File: src/rtl/alu_seq_ctrl_pkg.sv
// Shared definitions for the R-type sequencer: ALU function codes, FSM states
// and instruction field positions, also used by the ALU and regbank benches.
package alu_seq_ctrl_pkg;

  localparam int DATA_W = 32;
  localparam int REG_AW = 5;
  localparam int CNT_W  = 16;

  localparam int OPC_LSB   = 26;
  localparam int RS_LSB    = 21;
  localparam int RT_LSB    = 16;
  localparam int RD_LSB    = 11;
  localparam int SHAMT_LSB = 6;
  localparam int FUNCT_LSB = 0;

  typedef enum logic [5:0] {
    FN_ADD = 6'd0,
    FN_SUB = 6'd1,
    FN_AND = 6'd2,
    FN_OR  = 6'd3,
    FN_XOR = 6'd4,
    FN_NOT = 6'd5,
    FN_SLA = 6'd6,
    FN_SRA = 6'd7,
    FN_SRL = 6'd8
  } funct_e;

  localparam logic [5:0] MAX_FUNCT = 6'd8;

  typedef enum logic [2:0] {
    ST_IDLE,
    ST_READ,
    ST_EXEC,
    ST_WB,
    ST_DONE
  } state_e;

  function automatic logic [5:0] f_opcode(input logic [31:0] w);
    return w[OPC_LSB +: 6];
  endfunction

  function automatic logic [REG_AW-1:0] f_rs(input logic [31:0] w);
    return w[RS_LSB +: REG_AW];
  endfunction

  function automatic logic [REG_AW-1:0] f_rt(input logic [31:0] w);
    return w[RT_LSB +: REG_AW];
  endfunction

  function automatic logic [REG_AW-1:0] f_rd(input logic [31:0] w);
    return w[RD_LSB +: REG_AW];
  endfunction

  function automatic logic [4:0] f_shamt(input logic [31:0] w);
    return w[SHAMT_LSB +: 5];
  endfunction

  function automatic logic [5:0] f_funct(input logic [31:0] w);
    return w[FUNCT_LSB +: 6];
  endfunction

  // Only opcode 0 with a known function code is executable.
  function automatic logic f_illegal(input logic [31:0] w);
    return (f_opcode(w) != 6'd0) || (f_funct(w) > MAX_FUNCT);
  endfunction

endpackage

File: src/rtl/alu_seq_ctrl_if.sv
// Instruction handshake between an instruction source and the sequencer,
// including the retire status and counter it reports back.
interface alu_seq_ctrl_if;
  import alu_seq_ctrl_pkg::*;

  logic              start;
  logic [31:0]       instr;
  logic              busy;
  logic              done;
  logic              illegal;
  logic [DATA_W-1:0] result;
  logic [CNT_W-1:0]  retired;

  modport master (
    output start, instr,
    input  busy, done, illegal, result, retired
  );

  modport slave (
    input  start, instr,
    output busy, done, illegal, result, retired
  );

endinterface

File: src/rtl/alu_seq_ctrl.sv
// Five-state sequencer that reads rs/rt from the regbank, runs them through the
// clocked ALU and writes the result to rd, one instruction every five cycles.
module alu_seq_ctrl
  import alu_seq_ctrl_pkg::*;
(
  input  logic              clk,
  input  logic              rst,
  alu_seq_ctrl_if.slave     bus,
  output logic [REG_AW-1:0] rf_ra1,
  output logic [REG_AW-1:0] rf_ra2,
  input  logic [DATA_W-1:0] rf_rd1,
  input  logic [DATA_W-1:0] rf_rd2,
  output logic              rf_we,
  output logic [REG_AW-1:0] rf_wa,
  output logic [DATA_W-1:0] rf_wd,
  output logic [DATA_W-1:0] alu_a,
  output logic [DATA_W-1:0] alu_b,
  output logic [4:0]        alu_shamt,
  output logic [5:0]        alu_funct,
  input  logic [DATA_W-1:0] alu_res
);

  state_e            state, state_nxt;
  logic [31:0]       ir;
  logic [DATA_W-1:0] opa, opb;
  logic [DATA_W-1:0] res_q;
  logic [CNT_W-1:0]  retired_q;
  logic              ir_illegal;
  logic              busy_c, done_c, we_c;

  assign ir_illegal = f_illegal(ir);

  always_ff @(posedge clk) begin
    if (rst) state <= ST_IDLE;
    else     state <= state_nxt;
  end

  always_comb begin
    state_nxt = state;
    busy_c    = 1'b1;
    done_c    = 1'b0;
    we_c      = 1'b0;
    case (state)
      ST_IDLE: begin
        busy_c = 1'b0;
        if (bus.start) state_nxt = ST_READ;
      end
      ST_READ: state_nxt = ST_EXEC;
      ST_EXEC: state_nxt = ST_WB;
      ST_WB: begin
        // r0 is architecturally zero, so writes to it are silently dropped
        we_c      = !ir_illegal && (f_rd(ir) != '0);
        state_nxt = ST_DONE;
      end
      ST_DONE: begin
        done_c    = 1'b1;
        state_nxt = ST_IDLE;
      end
      default: state_nxt = ST_IDLE;
    endcase
  end

  always_ff @(posedge clk) begin
    if (rst) begin
      ir        <= '0;
      opa       <= '0;
      opb       <= '0;
      res_q     <= '0;
      retired_q <= '0;
    end else begin
      if (state == ST_IDLE && bus.start) ir <= bus.instr;
      if (state == ST_READ) begin
        opa <= rf_rd1;
        opb <= rf_rd2;
      end
      if (state == ST_WB && !ir_illegal) res_q <= alu_res;
      if (state == ST_DONE) retired_q <= retired_q + 1'b1;
    end
  end

  assign bus.busy    = busy_c;
  assign bus.done    = done_c;
  assign bus.illegal = done_c & ir_illegal;
  assign bus.result  = res_q;
  assign bus.retired = retired_q;

  assign rf_ra1 = f_rs(ir);
  assign rf_ra2 = f_rt(ir);
  assign rf_we  = we_c;
  assign rf_wa  = we_c ? f_rd(ir) : '0;
  assign rf_wd  = we_c ? alu_res : '0;

  // Operands and function come straight from held registers so the ALU input
  // never glitches outside EXEC.
  assign alu_a     = opa;
  assign alu_b     = opb;
  assign alu_shamt = f_shamt(ir);
  assign alu_funct = f_funct(ir);

endmodule

File: src/flat_wrapper.sv
// flat-port wrapper written by rule: the top's interface ports become plain ports
module alu_seq_ctrl_flat import alu_seq_ctrl_pkg::*;
  (clk, rst, rf_ra1, rf_ra2, rf_rd1, rf_rd2, rf_we, rf_wa, rf_wd, alu_a, alu_b, alu_shamt, alu_funct, alu_res, bus_start, bus_instr, bus_busy, bus_done, bus_illegal, bus_result, bus_retired);
  alu_seq_ctrl_if bus_i ();
  input  logic clk;
  input  logic rst;
  output logic [REG_AW-1:0] rf_ra1;
  output logic [REG_AW-1:0] rf_ra2;
  input  logic [DATA_W-1:0] rf_rd1;
  input  logic [DATA_W-1:0] rf_rd2;
  output logic rf_we;
  output logic [REG_AW-1:0] rf_wa;
  output logic [DATA_W-1:0] rf_wd;
  output logic [DATA_W-1:0] alu_a;
  output logic [DATA_W-1:0] alu_b;
  output logic [4:0] alu_shamt;
  output logic [5:0] alu_funct;
  input  logic [DATA_W-1:0] alu_res;
  input wire logic [$bits(bus_i.start)-1:0] bus_start;
  input wire logic [$bits(bus_i.instr)-1:0] bus_instr;
  output wire logic [$bits(bus_i.busy)-1:0] bus_busy;
  output wire logic [$bits(bus_i.done)-1:0] bus_done;
  output wire logic [$bits(bus_i.illegal)-1:0] bus_illegal;
  output wire logic [$bits(bus_i.result)-1:0] bus_result;
  output wire logic [$bits(bus_i.retired)-1:0] bus_retired;
  assign bus_i.start = bus_start;
  assign bus_i.instr = bus_instr;
  assign bus_busy = bus_i.busy;
  assign bus_done = bus_i.done;
  assign bus_illegal = bus_i.illegal;
  assign bus_result = bus_i.result;
  assign bus_retired = bus_i.retired;
  alu_seq_ctrl u_core (.clk(clk), .rst(rst), .bus(bus_i), .rf_ra1(rf_ra1), .rf_ra2(rf_ra2), .rf_rd1(rf_rd1), .rf_rd2(rf_rd2), .rf_we(rf_we), .rf_wa(rf_wa), .rf_wd(rf_wd), .alu_a(alu_a), .alu_b(alu_b), .alu_shamt(alu_shamt), .alu_funct(alu_funct), .alu_res(alu_res));
endmodule
File: config.mk
export PLATFORM = sky130hd
export DESIGN_NAME = alu_seq_ctrl_flat
export DESIGN_NICKNAME = d
export VERILOG_FILES = /design/src/rtl/alu_seq_ctrl_pkg.sv /design/src/rtl/alu_seq_ctrl_if.sv /design/src/rtl/alu_seq_ctrl.sv /design/src/flat_wrapper.sv
export SDC_FILE = /design/constraint.sdc
export NUM_CORES = 1
export LEC_CHECK = 0
export ABC_AREA = 1
export CAP_MARGIN = 25
export CORE_MARGIN = 1
export CORE_UTILIZATION = 35
export DETAILED_ROUTE_END_ITERATION = 7
export PLACE_DENSITY = 0.86
export SYNTH_ARGS = -nofsm -noshare
export SYNTH_HDL_FRONTEND = slang
export SYNTH_SLANG_ARGS = --single-unit
File: constraint.sdc
create_clock -name clk -period 1.25 [get_ports clk]
set_clock_uncertainty 0.05 [all_clocks]
set_input_delay 0.125 -clock clk [delete_from_list [all_inputs] [get_ports clk]]
set_output_delay 0.125 -clock clk [all_outputs]
set_load 0.005 [all_outputs]
==> results of run 1 <==
[report_power, final]
group          internal [µW]  switching, µW  total (µW)
clock                   3590           2080        5670
sequential              5090            227        5320
combinational           2080           1930        4010
[per-layer routing]
| layer | track usage, % | up-vias | part of all wire [%] |
|---|---|---|---|
| li1 | - | 3307 | - |
| met1 | 23.28 | 3417 | 37 |
| met2 | 39.42 | 346 | 52 |
| met3 | 8.958 | 56 | 8.4 |
| met4 | 8.075 | 0 | 3.0 |
| met5 | 0 | - | 0 |
[state kept, by name, indices dropped and copies added, names as in the netlist]
| signal | flops |
|---|---|
| u_core.alu_a | 32 |
| u_core.alu_b | 32 |
| u_core.state | 3 |
| u_core.ir | 32 |
| u_core.bus.result | 32 |
| u_core.bus.retired | 16 |
[cell usage after synthesis]
cell / n / area [µm²]
a21oi_1: 137 / 685.7
a31oi_1: 1 / 6.260
buf_1: 3 / 11.26
buf_2: 23 / 115.1
buf_4: 24 / 180.2
buf_6: 3 / 33.78
clkbuf_1: 20 / 75.07
dfxtp_1: 147 / 2943
ha_1: 1 / 12.51
inv_1: 114 / 427.9
inv_2: 1 / 3.750
nand2_1: 68 / 255.2
nand2_2: 1 / 6.260
nand3_1: 13 / 65.06
nand3_2: 1 / 10.01
nand4_1: 35 / 219.0
nor2_1: 69 / 259.0
nor2_2: 2 / 12.51
nor2_4: 2 / 22.52
nor3_1: 7 / 35.03
nor3_2: 1 / 10.01
o21ai_0: 103 / 515.5
xnor2_1: 1 / 8.760
[layout make-up]
class	instances	area (µm²)	share of cell area, %
repair buffers	445	4413	37.08
clock inverters	12	205.2	1.724
flip-flops and latches	147	2997	25.18
multi-input cells	443	3128	26.28
clock buffers	18	439.2	3.690
inverters	115	444.2	3.732
well taps	220	275.3	2.313
[per-stage QoR]
stage | instances | setup TNS, ns | cell area (µm²) | hold WS (ns) | power (µW)
global route | 1400 | -73.33 | 11900 | 0.2688 | 15550
CTS | 1332 | -58.99 | 10090 | 0.2502 | 13480
finish | 1400 | -60.34 | 11900 | 0.2828 | 15000
detailed placement | 1295 | -44.88 | 9493 | 0.3838 | 7982
floorplan | 777 | -1.289 | 5931 | 0.2405 | 6441
global placement | 1295 | -40.36 | 9493 | 0.3787 | 7926
[path summary, 6_finish.rpt]
| path | from | to | slack (ns) | cells past startpoint |
|---|---|---|---|---|
| setup / recovery | u_core.ir[4]$_SDFFE_PP0P_ | rf_wa[2] | -0.77 | 9 |
| hold / removal | rf_rd2[16] | u_core.alu_b[16]$_SDFFE_PP0P_ | 0.28 | 3 |
| setup reg to reg | u_core.ir[4]$_SDFFE_PP0P_ | u_core.bus.result[23]$_SDFFE_PP0P_ | -0.54 | 11 |
| hold reg to reg | u_core.alu_b[26]$_SDFFE_PP0P_ | u_core.alu_b[26]$_SDFFE_PP0P_ | 0.39 | 2 |
[cells by family (layout without fill, tap and decap cells)]
group,count (synthesis),count (layout)
XOR/XNOR,1,1
buffers and inverters,188,590
AO/OA/AOI/OAI,241,241
AND/OR/NAND/NOR,199,200
flip-flops,147,147
adder cells (fa/ha/maj),1,1
[what timing repair did]
item                       CTS  global route
gates resized for setup    256           482
buffers inserted             8            46
pin swaps                    5            92
setup endpoints to repair  314           208
gates cloned                 0            28
[critical path, cell delays in order (launching register included)]
cell and delay (ns):
dfxtp_2 0.33, nor2_2 0.11, nand2_2 0.08, nor2_4 0.12, buf_12 0.12, buf_6 0.10
nand3_4 0.13, buf_4 0.18, nor2_2 0.10, dlymetal6s2s_1 0.14
==> key figures, run 1 <==
Status
  • Status: finished, violations left
  • Violated checks: setup timing

CTS
  • H-tree Lvls: 4
  • TritonCTS clock tree: yes
  • Clock transition at the registers of the reported paths: ~0.060 ns
  • Clock Latency Late Sink: 0.41 ns
  • Post-CTS Hold Fix Bufs: 0
  • CTS buffer count: 17
  • CTS max path bufs: 2
  • Clock root buffer: clkbuf_16
  • Clock Sinks: 147

Placement
  • Port Buffer Count: 304
  • Detailed Place HPWL: 14030 µm
  • Gp weighted congestion: 0.8846
  • DP Worst Slack: -0.7105 ns

Critical path
  • Setup Crit Path Kind: reg2out
  • CP required: roughly 1.1 ns
  • CP Launch Type: register
  • Nature of the critical path endpoint: output pin
  • CP Data Arrival Time: between 1.5 and 2 ns
  • CP Max Fanout: 7

Route
  • Routed Antenna Nets: 0
  • Drt pass-1 iters: 4
  • Drt initial violations: around 330
  • Vias per inst: 5.090
  • Final wirelength: 26320 µm
  • DRC viols: 0
  • Wirelength per Cell: 18.80 µm
  • Via count: 7126

Floorplan
  • Chip height: 132.0 µm
  • Core Area: 16520 µm²
  • Die area: 17420 µm²
  • Die span in x: around 130 µm
  • Initial core utilization: 35.78%
  • # IOs: between 300 and 400
  • Rows: 47

Layout
  • Final net count: 1301
  • Synth-to-Final Area Change: 101.3%
  • Post-layout util: between 70% and 80%
  • Most common cell after layout, fill and taps aside: clkdlybuf4s50_1
  • Most frequent cells in the layout: clkdlybuf4s50_1 (130), inv_1 (110), dfxtp_1 (110)
  • Antenna cell count: 0
  • Fraction of layout cells with a size suffix above 1: 40.76%
  • # fillers: 1125

Logic synthesis
  • Post-synthesis mux area share: 0%
  • Post-Synth XOR/XNOR Area: less than 1%
  • Post-synthesis compound-gate area fraction: about a fifth
  • Cell variety after synth: 23
  • Seq/Total Area, Yosys: 49.77%
  • Synthesized area: 5913 µm²
  • Mean Syn Cell Area: between 7 and 8 µm²
  • Total of warnings raised by yosys: 0
  • Post-Syn Instances: around 800
  • Syn_nets: 909
  • Main combinational cell family by area after synthesis: compound AO/OA/AOI/OAI gates
  • Adder-Cell Fraction of Synth Area: 0.2116%
  • Simple-Gate Fraction of Synth Area: between 10% and 20%
  • Synth Register Bits: 147

STA
  • Unrepaired setup endpoints after global routing: true
  • Relative slew slack: 68.81%
  • Setup ws final: -0.7736 ns
  • Fmax: 494.2 MHz
  • Worst Tran Pin Value: approximately 0.47 ns
  • Final Hold Fails: 0
  • Tcrit/Tclk final: 161.9%
  • Max-slew violations: 0
  • Final Setup Violations: 177
  • Fin crit period: around 2.0 ns

Global route
  • Largest net degree at the start of global routing: between 60 and 70
  • Gr usage total: roughly 22%
  • First-pass GRT wire length: 30370 µm
  • Initial antenna violation count: 1
  • Vias in the first global route: 6083
  • GR Overflow Total: 0

Worst hold path
  • Hold/Removal Path Class: in2reg

Power
  • P_leak: 0.005340 µW
  • Worst VDD drop: around 0.0010 V
  • Pwr/cell area: around 1300 nW/µm²

Run
  • Max-cap violation count: 0
Note: power is estimated with default switching activity, not from simulation.
==> inputs of run 2 (changes only) <==
- GPL_ROUTABILITY_DRIVEN: default -> 0
- SETUP_SLACK_MARGIN: default -> 0.15
==> run 2 against run 1 <==
  * The flow still finishes with violations (setup timing)
  * Die area did not move
  * Register-to-register slack lost 0.40 ns
  * First-iteration DRC count grew 3.3%
  * Combinational power rose by 11%
  * Clock-buffer cell count up 2
  * Total power is 0.69% lower
  * Via count up 8.0%
  * Routed wire length rose by 8.8%
  * Fmax shrank 7.6%
  * Final cell count up 6.6%
  * Sequential cell count unchanged
  * Critical path type is now reg2reg
  * Largest power group is now registers
==> key figures, run 2 (same netlist as run 1, synthesis figures left out) <==
CTS
  • Clock transition at the registers of the reported paths: 0.06 ns (about the same)
  • CTS max path bufs: 2 (unchanged)
  • H-tree Lvls: 4 (unchanged)
  • CTS buffer count: 17 (unchanged)
  • Clock Sinks: 147 (unchanged)
  • TritonCTS clock tree: yes (unchanged)
  • Clock Latency Late Sink: 0.43 ns (was 0.41 ns)
  • Clock root buffer: clkbuf_16 (unchanged)

STA
  • Final Setup Violations: 188 (was 177)
  • Fin crit period: 2.191 ns (was 2.024 ns)
  • Unrepaired setup endpoints after global routing: true (unchanged)
  • Relative slew slack: 71.06% (was 68.81%)
  • Setup ws final: -0.9407 ns (was -0.7736 ns)
  • Tcrit/Tclk final: 175.3% (was 161.9%)
  • Worst Tran Pin Value: 0.4341 ns (was 0.4679 ns)
  • Final Hold Fails: 0 (unchanged)
  • Fmax: 456.5 MHz (was 494.2 MHz)
  • Max-slew violations: 0 (unchanged)
  • Fin Hold WS: 0.2539 ns (was 0.2828 ns)

Power
  • Sw power: 4391 µW (was 4233 µW)
  • Worst VDD drop: 0.0009474 V (was 0.001010 V)
  • P_int: 10500 µW (was 10760 µW)
  • Gate power share: 29.9% (was 26.8%)
  • Pwr/cell area: 1188 nW/µm² (was 1260 nW/µm²)
  • Clk pwr share: 34.0% (was 37.8%)
  • Sequential Power Share: 36.1% (was 35.5%)
  • P_leak: 0.005428 µW (was 0.005340 µW)
  • Switching Fraction: 29.48% (was 28.22%)

Critical path
  • Launching point of the worst reg2reg path: u_core.ir[5]$_SDFFE_PP0P_ (was u_core.ir[4]$_SDFFE_PP0P_)
  • CP required: 1.55 ns (was 1.08 ns)
  • CP Data Arrival Time: 2.49 ns (was 1.85 ns)
  • CP Max Fanout: 6 (was 7)
  • Worst r2r path cells: 15 (was 11)
  • Nature of the critical path endpoint: register (was output pin)
  • CP Launch Type: register (unchanged)
  • Reg2Reg Setup Slack: -0.94 ns (was -0.54 ns)
  • Setup Crit Path Kind: reg2reg (was reg2out)
  • RR Endpoint: u_core.bus.result[12]$_SDFFE_PP0P_ (was u_core.bus.result[23]$_SDFFE_PP0P_)

Floorplan
  • Chip height: 132.0 µm (unchanged)
  • Rows: 47 (unchanged)
  • Initial core utilization: 35.78% (unchanged)
  • Die span in x: 132.0 µm (unchanged)
  • Core Area: 16520 µm² (unchanged)
  • Die area: 17420 µm² (unchanged)
  • # IOs: 305 (unchanged)

Route
  • Wirelength per Cell: 19.18 µm (was 18.80 µm)
  • Vias per inst: 5.155 (was 5.090)
  • Final wirelength: 28630 µm (was 26320 µm)
  • Via count: 7696 (was 7126)
  • DRC viols: 0 (unchanged)
  • Drt initial violations: 340 (was 329)
  • Drt pass-1 iters: 5 (was 4)
  • Routed Antenna Nets: 0 (unchanged)

Worst hold path
  • Origin of the worst min-delay path: rf_rd1[31] (was rf_rd2[16])
  • Hold EP: u_core.alu_a[31]$_SDFFE_PP0P_ (was u_core.alu_b[16]$_SDFFE_PP0P_)
  • Hold Path Depth: 3 (unchanged)
  • Hold/Removal Path Class: in2reg (unchanged)

Global route
  • First-pass GRT wire length: 39170 µm (was 30370 µm)
  • GR Overflow Total: 0 (unchanged)
  • Vias in the first global route: 7536 (was 6083)
  • Gr usage total: 28.63% (was 22.10%)
  • Initial antenna violation count: 2 (was 1)
  • Largest net degree at the start of global routing: 49 (was 65)

Placement
  • Detailed Place HPWL: 14850 µm (was 14030 µm)
  • DP Worst Slack: -0.7046 ns (was -0.7105 ns)
  • Port Buffer Count: 304 (unchanged)
  • Cell Area, Placed: 9633 µm² (was 9493 µm²)

Status
  • Status: finished, violations left (unchanged)
  • Violated checks: setup timing (unchanged)

Run
  • Max-cap violation count: 0 (unchanged)

Layout
  • # fillers: 994 (was 1125)
  • Final net count: 1390 (was 1301)
  • Design Area, Final: 12530 µm² (was 11900 µm²)
  • Fraction of layout cells with a size suffix above 1: 61.37% (was 40.76%)
  • Synth-to-Final Area Change: 112.0% (was 101.3%)
  • Most frequent cells in the layout: buf_2 (159), clkdlybuf4s50_1 (131), dfxtp_2 (126) (was clkdlybuf4s50_1 (130), inv_1 (110), dfxtp_1 (110))
  • Most common cell after layout, fill and taps aside: buf_2 (was clkdlybuf4s50_1)
==> run 2: power groups by stage <==
| stage | clock network (µW) | logic [µW] | registers [µW] |
|---|---|---|---|
| floorplan | 0 | 1180 | 5390 |
| global placement | 0 | 2730 | 5360 |
| detailed placement | 0 | 2770 | 5390 |
| CTS | 5070 | 3470 | 5330 |
| global route | 5340 | 4680 | 5410 |
| finish | 5060 | 4450 | 5380 |
==> run 2: final cells by class <==
class / count / area, µm² / share of cell area, %
timing repair buffer: 534 / 4954 / 39.52
multi-input combinational: 443 / 3163 / 25.23
antenna: 2 / 5.005 / 0.03993
tap: 220 / 275.3 / 2.196
sequential: 147 / 3123 / 24.92
clock inverter: 12 / 133.9 / 1.068
clock buffer: 20 / 436.7 / 3.484
inverter: 115 / 444.2 / 3.544
==> run 2: repair_timing <==
action,CTS,global route
pin swaps,54,77
hold buffers,0,0
hold endpoints to repair,0,0
cloned,15,3
setup buffers,100,39
setup endpoints to repair,318,204
resized for setup,934,255
==> run 2: worst max-delay path by stage <==
stage	startpoint	endpoint	cells past startpoint
after floorplan	u_core.ir[31]$_SDFFE_PP0P_	u_core.bus.result[12]$_SDFFE_PP0P_	8
after global placement	u_core.ir[2]$_SDFFE_PP0P_	rf_wd[15]	7
after detailed placement	u_core.ir[1]$_SDFFE_PP0P_	rf_wd[15]	7
after CTS	u_core.ir[29]$_SDFFE_PP0P_	u_core.bus.result[21]$_SDFFE_PP0P_	15
after global routing	u_core.ir[5]$_SDFFE_PP0P_	u_core.bus.result[21]$_SDFFE_PP0P_	15
final	u_core.ir[5]$_SDFFE_PP0P_	u_core.bus.result[12]$_SDFFE_PP0P_	15
==> run 2: layer usage <==
| metal | GRT usage [%] | part of all wire [%] |
|---|---|---|
| met4 | 17.38 | 5.4 |
| met2 | 51.06 | 52 |
| met5 | 0 | 0 |
| met1 | 29.07 | 34 |
| met3 | 9.266 | 8.2 |
==> run 2: stage by stage <==
stage	utilization [%]	power, µW	cells	setup TNS (ns)
after floorplan	-	6571	777	0
after global placement	58.29	8096	1302	-42.33
after detailed placement	58.29	8158	1302	-45.68
after CTS	68.05	13880	1449	-80.56
after global routing	75.85	15430	1493	-118.26
final	75.85	14890	1493	-105.91
==> run 2: worst max-delay path, cell delays in order (launching register included) <==
cell and delay (ns):
dfxtp_2 0.33, nor2_2 0.12, nand2_2 0.08, nor2_4 0.12, buf_12 0.12, buf_12 0.10, nand4_1 0.18, buf_4 0.20
buf_6 0.10, buf_6 0.10, buf_6 0.10, buf_6 0.10, buf_6 0.10, buf_6 0.10, buf_6 0.11, a21oi_2 0.10
